### config.mk
export PLATFORM = sky130hd
export DESIGN_NAME = unary_add_1_14
export DESIGN_NICKNAME = d
export VERILOG_FILES = /design/src/rtl/unary_add_1_14.sv
export SDC_FILE = /design/constraint.sdc
export NUM_CORES = 1
export LEC_CHECK = 0
export BUFFER_PORTS_ARGS = -buffer_cell sky130_fd_sc_hd__buf_2
export CORE_MARGIN = 2
export CORE_UTILIZATION = 50
export CTS_CLUSTER_DIAMETER = 30
export DETAILED_ROUTE_END_ITERATION = 8
export PLACE_DENSITY = 0.68
export SLEW_MARGIN = 30
export SYNTH_ARGS = -nofsm -noshare
export SYNTH_HDL_FRONTEND = slang
export SYNTH_SLANG_ARGS = --single-unit
export TNS_END_PERCENT = 10
### constraint.sdc
create_clock -name clk -period 2.9 [get_ports clk]
set_input_delay 0 -clock clk [delete_from_list [all_inputs] [get_ports clk]]
set_output_delay 0 -clock clk [all_outputs]
set_load 0.02 [all_outputs]
### src/rtl/unary_add_1_14.sv
// Unary pulse-count accumulator: adds A+B in write mode, drains one pulse per cycle in read mode.
// Define UNARY_ADD_SATURATE_EN to clamp the count at its maximum on overflow instead of wrapping.
module unary_add_1_14 #(
  parameter int WIDTH = 14
) (
  input  logic clk,
  input  logic rst,
  input  logic A,
  input  logic B,
  input  logic en,
  input  logic read_or_write,
  output logic dout,
  output logic C
);

  localparam logic [WIDTH-1:0] ONE = {{(WIDTH-1){1'b0}}, 1'b1};
  localparam logic [WIDTH:0]   ZX  = '0;

  logic [WIDTH-1:0] count;
  logic [WIDTH-1:0] count_nx;
  logic [WIDTH:0]   sum;
  logic             dout_nx;
  logic             c_nx;

  always_comb begin
    count_nx = count;
    dout_nx  = dout;
    c_nx     = C;
    sum      = {1'b0, count}
             + {ZX[WIDTH:1], A}
             + {ZX[WIDTH:1], B};
    if (en) begin
      if (read_or_write) begin
        // drain never underflows; an empty count just idles low
        if (count != '0) begin
          dout_nx  = 1'b1;
          count_nx = count - ONE;
        end else begin
          dout_nx  = 1'b0;
        end
      end else begin
        dout_nx  = 1'b0;
        count_nx = sum[WIDTH-1:0];
        if (sum[WIDTH]) begin
          c_nx = 1'b1;
`ifdef UNARY_ADD_SATURATE_EN
          count_nx = '1;
`endif
        end
      end
    end
  end

  always_ff @(posedge clk or posedge rst) begin
    if (rst) begin
      count <= '0;
      dout  <= 1'b0;
      C     <= 1'b0;
    end else begin
      count <= count_nx;
      dout  <= dout_nx;
      C     <= c_nx;
    end
  end

endmodule

==> reports/results.txt, run 1 <==
Multi-input gate area: 566 sq um
Synth area leader: dfrtp_1
CP endpoint kind: flop
Dpl ws: 793 ps
End of the critical path: count[4]$_DFFE_PP0P_
Reg clk slew, reported paths: 90 ps
IO Port Bufs: 7
Leakage: 0.475 nW
CTS Buffer Depth: 2
Worst reg2reg path depth: 5
Root Buffer Master: clkbuf_4
RSZ-0062 raised after global routing: false
Setup TNS: 0 ps
Initial Utilization: 52.8%
Fmax: 471 MHz
Syn. warnings: 0
Area growth, synth to finish: 9.27%
Run status: completed
Synth top area share: 39.0%
Hold-fix buffers, CTS: 2
Share of post-route cells with drive strength above 1: 13.1%
Ant. Diodes: 0
Min cycle time layout: 2120 ps
Crit path max fanout: 11
Setup crit start: count[8]$_DFFE_PP0P_
Register area share after synthesis: 39.0%
Syn nets: 123
Antenna-violating nets left: 0
Final clock skew: 2.08 ps
I/O pin cnt: 8
Nets: 133
Post-CTS Setup Bufs: 0
Worst-Margin Slew: 610 ps
Die area: 2430 sq um
Power per cell area: 805 nW/um^2
Fill cell count: 178
Yosys reg bits: 16
Worst hold slack: 94.0 ps
Hold crit path type: input port to flop
PnR worst setup slack: 778 ps
Number of synthesized flops with an enable pin: 0
# Max-Cap Violations: 0
Final hold violation count: 0
Final setup violation count: 0
Initial drt markers: 30
Inst Count DP: 143
Synth Instances: 113
Total Wirelength: 2060 microns
VDD IR max: 0.478 mV
Total grt overflow: 0
CP startpoint kind: flop
R2r setup slk: 780 ps
Synth async-reset ratio: 100%
Core Region: 1940 sq um
Num CTS Buffers: 3
Die width: 49.3 microns
Max_slew headroom: 59.3%
Reg-to-Reg Start: count[8]$_DFFE_PP0P_
Commonest cells after routing, fill and taps aside: dfrtp_1, nand2_1, xnor2_1, inv_1, buf_2
Synth top area cells: dfrtp_1, xnor2_1, nand2_1
Number of global-route vias before repair: 814
First-pass iteration count of the detailed router: 4
Gp weighted congestion: 0.904
Critical path type: flop to flop
Vias per cell: 5.64
Slew Limit Fails: 0
Critical Path RT: 3110 ps
Drc violations: 0
Hold depth: 2
Initial antenna violation count: 0
Final HPWL DP: 1530 microns
Final Cycle Share: 73.2%
Hold path startpoint: read_or_write
CTS tree: yes
Die height: 49.3 microns
Worst reg2reg endpoint: count[4]$_DFFE_PP0P_
# resized after CTS: 0
Row cnt: 16
Clk Latency, worst-skew pair: 290 ps
Post-route insts no fill: 149
Top FF cell, synth: dfrtp_1
Max H-tree Level: 1
Clk sinks: 16
WL/cell: 13.8 microns
First-pass GRT wire length: 3720 microns
Vias: 840
Largest net degree at the start of global routing: 17
Syn Area/Cell: 9.08 sq um
Netlist cell types: 38
All-Layer GR Usage: 19.7%
Register area: 400 sq um
Arr. time, crit path: 2340 ps
Area of the mapped netlist: 1030 sq um
cells in the mapped netlist, types with 2 or more instances:
cell type / number
nor3_1: 5
a21oi_1: 3
nand4_1: 2
nor2_1: 5
inv_1: 8
nand2_1: 16
o21ai_2: 3
o21ai_0: 3
o32ai_1: 2
clkbuf_1: 2
xnor2_1: 8
dfrtp_1: 16
o21ai_1: 2
xor2_1: 4
nor4_1: 2
or4_1: 3
buf_6: 2
nand3_1: 5
ha_1: 3
cells by family after synthesis:
| logic type | count (synthesis) | synth area share (%) |
|---|---|---|
| simple gates | 48 | 24.8 |
| compound gates | 20 | 13.5 |
| flops | 16 | 39.0 |
| xor+xnor | 12 | 10.2 |
| buf+inv | 12 | 5.85 |
| fa+ha+maj | 4 | 5.61 |
| mux | 1 | 0.976 |
through the flow:
stage               cell area, sq um  util [%]  total power [mW]
floorplan                       1030         -             0.686
finish                          1120      57.7             0.902
detailed placement              1060      54.8             0.757
global placement                1060      54.8             0.753
global route                    1120      57.7             0.984
CTS                             1120      57.7             0.908
worst min-delay path by stage:
| stage | end | slack (ps) |
|---|---|---|
| floorplan | C$_DFFE_PP0P_ | -90 |
| global placement | count[9]$_DFFE_PP0P_ | 100 |
| detailed placement | count[11]$_DFFE_PP0P_ | 100 |
| CTS | count[0]$_DFFE_PP0P_ | 100 |
| global route | count[0]$_DFFE_PP0P_ | 110 |
| finish | count[0]$_DFFE_PP0P_ | 90 |
layout make-up:
type	count	area share (%)
Clock buffer	4	3.24
Multi-Input combinational cell	85	50.4
Tap cell	27	3.01
Sequential cell	16	35.7
Timing Repair Buffer	9	4.91
Inverter	8	2.68
registers in the layout, indices dropped and copies added, names as in the netlist:
signal,flops
C,1
dout,1
count,14
power by group:
part           switching, mW  internal, mW  leakage (nW)
registers              0.149         0.313         0.199
clock network         0.0703        0.0765        0.0210
logic                  0.148         0.145         0.255
total                  0.368         0.535         0.475
layer usage:
| layer | vias up | share of wire [%] | GRT usage, % |
|---|---|---|---|
| li1 | 420 | - | - |
| met4 | 0 | 1.2 | 4.29 |
| met2 | 23 | 46 | 30.9 |
| met1 | 393 | 47 | 28.7 |
| met5 | - | 0 | 0 |
| met3 | 4 | 5.9 | 2.76 |
critical path: stages (launching register included):
cell     delay [ps]
dfrtp_1         480
or4_1           530
or3_4           370
o21a_1          350
o21ai_1         180
xnor2_1         140
No activity file was read; power rests on OpenSTA's default activity.
==> run 2: changes to the inputs <==
==> constraint.sdc (replaced) <==
create_clock -name clk -period 2.15 [get_ports clk]
set_input_delay 0 -clock clk [delete_from_list [all_inputs] [get_ports clk]]
set_output_delay 0 -clock clk [all_outputs]
set_load 0.02 [all_outputs]
==> run 2 against run 1 <==
Against the previous run:
- combinational power grew 68%
- register-to-register slack worse by 620 ps
- sequential cell count is the same
- via count grew 2.4%
- sequential power grew 25%
- total power increased by 41%
- setup slack worse by 620 ps
- worst hold slack improved by 3.8 ps
==> reports/results.txt, run 2 (synthesis results as in run 1) <==
Power per cell area: 1100 nW/um^2 (+36%)
WL/cell: 13.6 microns (-1.6%)
Total grt overflow: 0 (unchanged)
Max incr delay on CP: 540 ps (about the same)
Top reg by flops: count
Reg-to-Reg Start: count[11]$_DFFE_PP0P_
Leakage: 0.501 nW (+5.4%)
Post-route insts no fill: 154 (+3.4%)
PnR worst setup slack: 156 ps (-622 ps)
Final Instance Area: 1160 sq um (+3.5%)
Total Wirelength: 2090 microns (+1.7%)
CP endpoint kind: flop
Die width: 49.3 microns (unchanged)
Slowest-stage cell, CP: or4_1
Hold path startpoint: read_or_write
Die area: 2430 sq um (unchanged)
Largest regs: count (14), C (1), dout (1)
IO Port Bufs: 7 (unchanged)
Core Region: 1940 sq um (unchanged)
Initial Utilization: 52.8% (unchanged)
Slew Limit Fails: 0 (unchanged)
Area growth, synth to finish: 13.0%
Critical path type: flop to flop
Setup TNS: 0 ps (unchanged)
Fill cell count: 178 (unchanged)
Drc violations: 0 (unchanged)
Post-CTS Setup Bufs: 0 (unchanged)
Reg clk slew, reported paths: 100 ps (about the same)
Final Cycle Share: 92.8% (+20 points)
Arr. time, crit path: 2170 ps (-170 ps)
Final clock skew: 7.05 ps (+4.97 ps)
Pwr Total: 1.27 mW (+41%)
Crit path depth: 5 (unchanged)
Antenna-violating nets left: 0 (unchanged)
First-pass GRT wire length: 3840 microns (+3.3%)
I/O pin cnt: 8 (unchanged)
Largest register FFs: 14 (unchanged)
Crit path max fanout: 6 (-5)
Hold crit path type: input port to flop
First-pass iteration count of the detailed router: 4 (unchanged)
Ant. Diodes: 0 (unchanged)
Die height: 49.3 microns (unchanged)
Register area: 400 sq um (unchanged)
Final core utilization: 59.7% (+2.0 points)
CP startpoint kind: flop
All-Layer GR Usage: 20.2% (+0.53 points)
Inst Count DP: 148 (+3.5%)
Final hold violation count: 0 (unchanged)
Nets: 138 (+3.8%)
Hold depth: 2 (unchanged)
Final HPWL DP: 1590 microns (+3.8%)
VDD IR max: 0.569 mV (+19%)
Cells along the critical path: or4_1 -> or3_4 -> o21ai_2 -> nor2_1 -> xor2_1
Root Buffer Master: clkbuf_4
WP buf/inv: 0 (unchanged)
Multi-input gate area: 567 sq um (+0.22%)
R2r setup slk: 160 ps (-620 ps)
Initial antenna violation count: 0 (unchanged)
Run status: completed
Hold Path Sink: count[0]$_DFFE_PP0P_
DP Area: 1100 sq um (+3.5%)
Critical Path RT: 2330 ps (-780 ps)
Clk sinks: 16 (unchanged)
Final setup violation count: 0 (unchanged)
Fmax: 501 MHz (+6.4%)
Initial drt markers: 31 (+3.3%)
Worst hold slack: 97.7 ps (+3.76 ps)
Max H-tree Level: 1 (unchanged)
Vias: 860 (+2.4%)
Largest net degree at the start of global routing: 17 (unchanged)
Worst reg2reg path depth: 5 (unchanged)
Clk Latency, worst-skew pair: 290 ps (about the same)
Commonest cells after routing, fill and taps aside: dfrtp_1, nand2_1, xnor2_1, inv_1, buf_2
Worst reg2reg endpoint: count[5]$_DFFE_PP0P_
Number of global-route vias before repair: 901 (+11%)
# Max-Cap Violations: 0 (unchanged)
Share of post-route cells with drive strength above 1: 17.3% (+4.2 points)
RSZ-0062 raised after global routing: false
Crit path max-delay family: simple AND/OR/NAND/NOR gates
Dpl ws: 120 ps (-672 ps)
Num CTS Buffers: 3 (unchanged)
Worst-Margin Slew: 612 ps (+1.55 ps)
Gp weighted congestion: 0.847 (-6.4%)
Row cnt: 16 (unchanged)
CTS Buffer Depth: 2 (unchanged)
Min cycle time layout: 1990 ps (-128 ps)
Max_slew headroom: 59.2% (-0.10 points)
Vias per cell: 5.58 (-0.94%)
CTS tree: yes
==> run 2: routing by layer <==
metal  wire, microns  part of all wire, %  GRT usage [%]  vias up
met2            1030                   49           33.8       19
met1             957                   46           26.6      411
met3              79                  3.8           3.68        2
met4              18                 0.86           5.71        0
li1                -                    -              -      428
met5               0                    0              0        -
==> run 2: layout make-up <==
cell class / instances / share of cell area, %
Multi-Input combinational cell: 85 / 48.9
Clock buffer: 4 / 3.13
Timing Repair Buffer: 14 / 7.98
Inverter: 8 / 2.59
Tap cell: 27 / 2.91
Sequential cell: 16 / 34.5
==> run 2: how the worst max path moves through the flow <==
stage	startpoint	endpoint	slack, ps
floorplan	count[8]$_DFFE_PP0P_	count[0]$_DFFE_PP0P_	220
global placement	count[11]$_DFFE_PP0P_	count[4]$_DFFE_PP0P_	150
detailed placement	count[11]$_DFFE_PP0P_	count[0]$_DFFE_PP0P_	120
CTS	count[11]$_DFFE_PP0P_	count[4]$_DFFE_PP0P_	100
global route	count[0]$_DFFE_PP0P_	count[13]$_DFFE_PP0P_	3
finish	count[11]$_DFFE_PP0P_	count[5]$_DFFE_PP0P_	160
==> run 2: power breakdown <==
| group | leakage, nW | switching (mW) | internal (mW) |
|---|---|---|---|
| logic | 0.280 | 0.253 | 0.241 |
| registers | 0.199 | 0.156 | 0.422 |
| clock network | 0.0210 | 0.0969 | 0.103 |
| total | 0.501 | 0.506 | 0.766 |
==> run 2: what timing repair did <==
| action | 4_1_cts | 5_1_grt |
|---|---|---|
| setup endpoints to repair | 0 | 3 |
| hold buffers | 2 | 0 |
| endpoints found under the hold margin | 17 | 0 |
| resized for setup | 0 | 2 |
==> run 3: changes to the inputs <==
--- a/config.mk
+++ b/config.mk
@@ -10,7 +10,7 @@
 export CORE_UTILIZATION = 50
 export CTS_CLUSTER_DIAMETER = 30
 export DETAILED_ROUTE_END_ITERATION = 8
-export PLACE_DENSITY = 0.68
+export PLACE_DENSITY = 0.71
 export SLEW_MARGIN = 30
 export SYNTH_ARGS = -nofsm -noshare
 export SYNTH_HDL_FRONTEND = slang
==> constraint.sdc (replaced) <==
create_clock -name clk -period 1.7 [get_ports clk]
set_input_delay 0 -clock clk [delete_from_list [all_inputs] [get_ports clk]]
set_output_delay 0 -clock clk [all_outputs]
set_load 0.02 [all_outputs]
==> run 3 against run 2 <==
Against the previous run:
- the flow now finishes with violations (negative setup slack)
- count of clock-buffer cells in the layout shrank 1
- critical path type unchanged
- sequential power grew 13%
- total power grew 54%
- core utilization grew 13 points
- highest routed layer unchanged
- largest power group is now combinational logic
- sequential cell count is the same
- clock power is essentially flat
==> reports/results.txt, run 3 (synthesis results as in run 1) <==
Run status: complete, but fails checks
Failing checks: negative setup slack
Arr. time, crit path: 2080 ps (-90 ps)
Max H-tree Level: 1 (unchanged)
Vias per cell: 5.54 (-0.82%)
Core Region: 1940 sq um (unchanged)
IO Port Bufs: 7 (unchanged)
Largest regs: count (14), C (1), dout (1)
Root Buffer Master: clkbuf_4
CP startpoint kind: flop
Clk sinks: 16 (unchanged)
WL/cell: 15.1 microns (+11%)
PnR worst setup slack: -206 ps (-362 ps)
Fmax: 525 MHz (+4.6%)
Power per cell area: 1390 nW/um^2 (+27%)
Die width: 49.3 microns (unchanged)
First-pass GRT wire length: 4470 microns (+16%)
Crit path max fanout: 3 (-3)
Power share of the sequential group: 33.2% (-12 points)
First-pass iteration count of the detailed router: 4 (unchanged)
Final clock skew: 1.80 ps (-5.25 ps)
Final hold violation count: 0 (unchanged)
Total grt overflow: 0 (unchanged)
Nets: 165 (+20%)
Share of post-route cells with drive strength above 1: 38.6% (+21 points)
Die area: 2430 sq um (unchanged)
Slew Limit Fails: 0 (unchanged)
Top Layer Used: met4
Most common cell after layout, fill and taps aside: buf_4
Reg clk slew, reported paths: 90 ps (about the same)
Row cnt: 16 (unchanged)
Leakage: 0.630 nW (+26%)
Met2 WL: 1410 microns (+36%)
CTS tree: yes
Drc violations: 0 (unchanged)
Critical path type: flop to flop
DP Area: 1280 sq um (+16%)
Die height: 49.3 microns (unchanged)
Setup TNS: -2240 ps (-2240 ps)
Pwr Total: 1.96 mW (+54%)
M1 WL: 1160 microns (+21%)
Top reg by flops: count
Largest net degree at the start of global routing: 17 (unchanged)
CP endpoint kind: flop
Vias: 997 (+16%)
Final Cycle Share: 112% (+19 points)
Met3 Wirelength: 115 microns (+46%)
Initial Utilization: 52.8% (unchanged)
Area growth, synth to finish: 37.3%
Ant. Diodes: 0 (unchanged)
Final setup violation count: 14 (+14)
P_sw: 0.762 mW (+51%)
Antenna-violating nets left: 0 (unchanged)
Gp weighted congestion: 0.871 (+2.8%)
RSZ-0062 raised after global routing: true
Number of global-route vias before repair: 1,037 (+15%)
Commonest cells after routing, fill and taps aside: buf_4, dfrtp_1, nand2_1
Max_slew headroom: 57.8% (-1.4 points)
VDD IR max: 0.912 mV (+60%)
Final Instance Area: 1410 sq um (+21%)
Num CTS Buffers: 3 (unchanged)
CTS Buffer Depth: 2 (unchanged)
Min cycle time layout: 1910 ps (-88.4 ps)
Clk Latency, worst-skew pair: 280 ps (about the same)
Initial drt markers: 33 (+6.5%)
Switching fraction of total power: 38.9% (-0.85 points)
I/O pin cnt: 8 (unchanged)
# Max-Cap Violations: 0 (unchanged)
Critical Path RT: 1870 ps (-460 ps)
Internal power: 1.20 mW (+56%)
Largest register FFs: 14 (unchanged)
Gate power share: 56.6% (+18 points)
Initial antenna violation count: 0 (unchanged)
Final HPWL DP: 1900 microns (+19%)
Clk network pwr share: 10.1% (-5.6 points)
All-Layer GR Usage: 23.7% (+3.5 points)
Worst-Margin Slew: 632 ps (+20.3 ps)
Hold crit path type: input port to flop
Worst hold slack: 140 ps (+42.0 ps)
Total Wirelength: 2720 microns (+30%)
-- run 3: cell types whose count changed in the layout (fill, tap and decap cells not counted), moves of 2 or more --
| cell | before | now |
|---|---|---|
| nor3_1 | 5 | 3 |
| or4_1 | 3 | 1 |
| nor3_2 | 0 | 2 |
| or4_4 | 0 | 2 |
| buf_4 | 5 | 32 |
-- run 3: power groups by stage --
stage	sequential, mW	combinational [mW]	clock, mW
floorplan	0.699	0.472	0
global placement	0.642	0.975	0
detailed placement	0.645	1.01	0
CTS	0.646	1.06	0.206
global route	0.671	1.22	0.220
finish	0.651	1.11	0.199
-- run 3: critical path, cell delays in order, from the launching register on --
cell and delay [ps]:
dfrtp_1 390, or4_4 540, or3_4 380, o21ai_4 150
buf_4 140, a21oi_1 50, xor2_1 150
-- run 3: layout make-up --
class	instances	area [sq um]
Tap cell	27	33.8
Clock buffer	3	22.5
Multi-Input combinational cell	85	627
Sequential cell	16	400
Fill cell	158	533
Inverter	8	30.0
Timing Repair Buffer	41	295
-- run 3: per-layer routing --
| metal | vias to the layer above | global-route usage [%] |
|---|---|---|
| met5 | - | 0 |
| li1 | 482 | - |
| met1 | 477 | 27.7 |
| met2 | 32 | 43.7 |
| met4 | 0 | 6.67 |
| met3 | 6 | 4.29 |
-- run 3: path summary, 6_finish.rpt --
path                                             from                    to  slack [ps]  depth (start not counted)
worst max-delay path            count[10]$_DFFE_PP0P_  count[7]$_DFFE_PP0P_        -210                          6
worst min-delay path                    read_or_write  count[0]$_DFFE_PP0P_         140                          3
worst max register to register  count[10]$_DFFE_PP0P_  count[7]$_DFFE_PP0P_        -210                          6
worst min register to register          C$_DFFE_PP0P_         C$_DFFE_PP0P_         480                          1
max in group asynchronous                         rst  count[5]$_DFFE_PP0P_         960                          3
min in group asynchronous                         rst  count[7]$_DFFE_PP0P_         330                          3
-- run 3: what timing repair did --
action	CTS	global route
endpoints found under the hold margin	17	0
resized for setup	12	4
setup buffers	0	3
setup endpoints to repair	16	16
hold buffers	2	0
pin swaps	2	3
-- run 3: through the flow --
stage               std cells  util [%]  worst slack [ps]
floorplan                 113         -              -219
global placement          172      66.0              -249
detailed placement        172      66.0              -278
CTS                       177      70.2              -210
global route              180      72.6              -247
finish                    180      72.6              -206
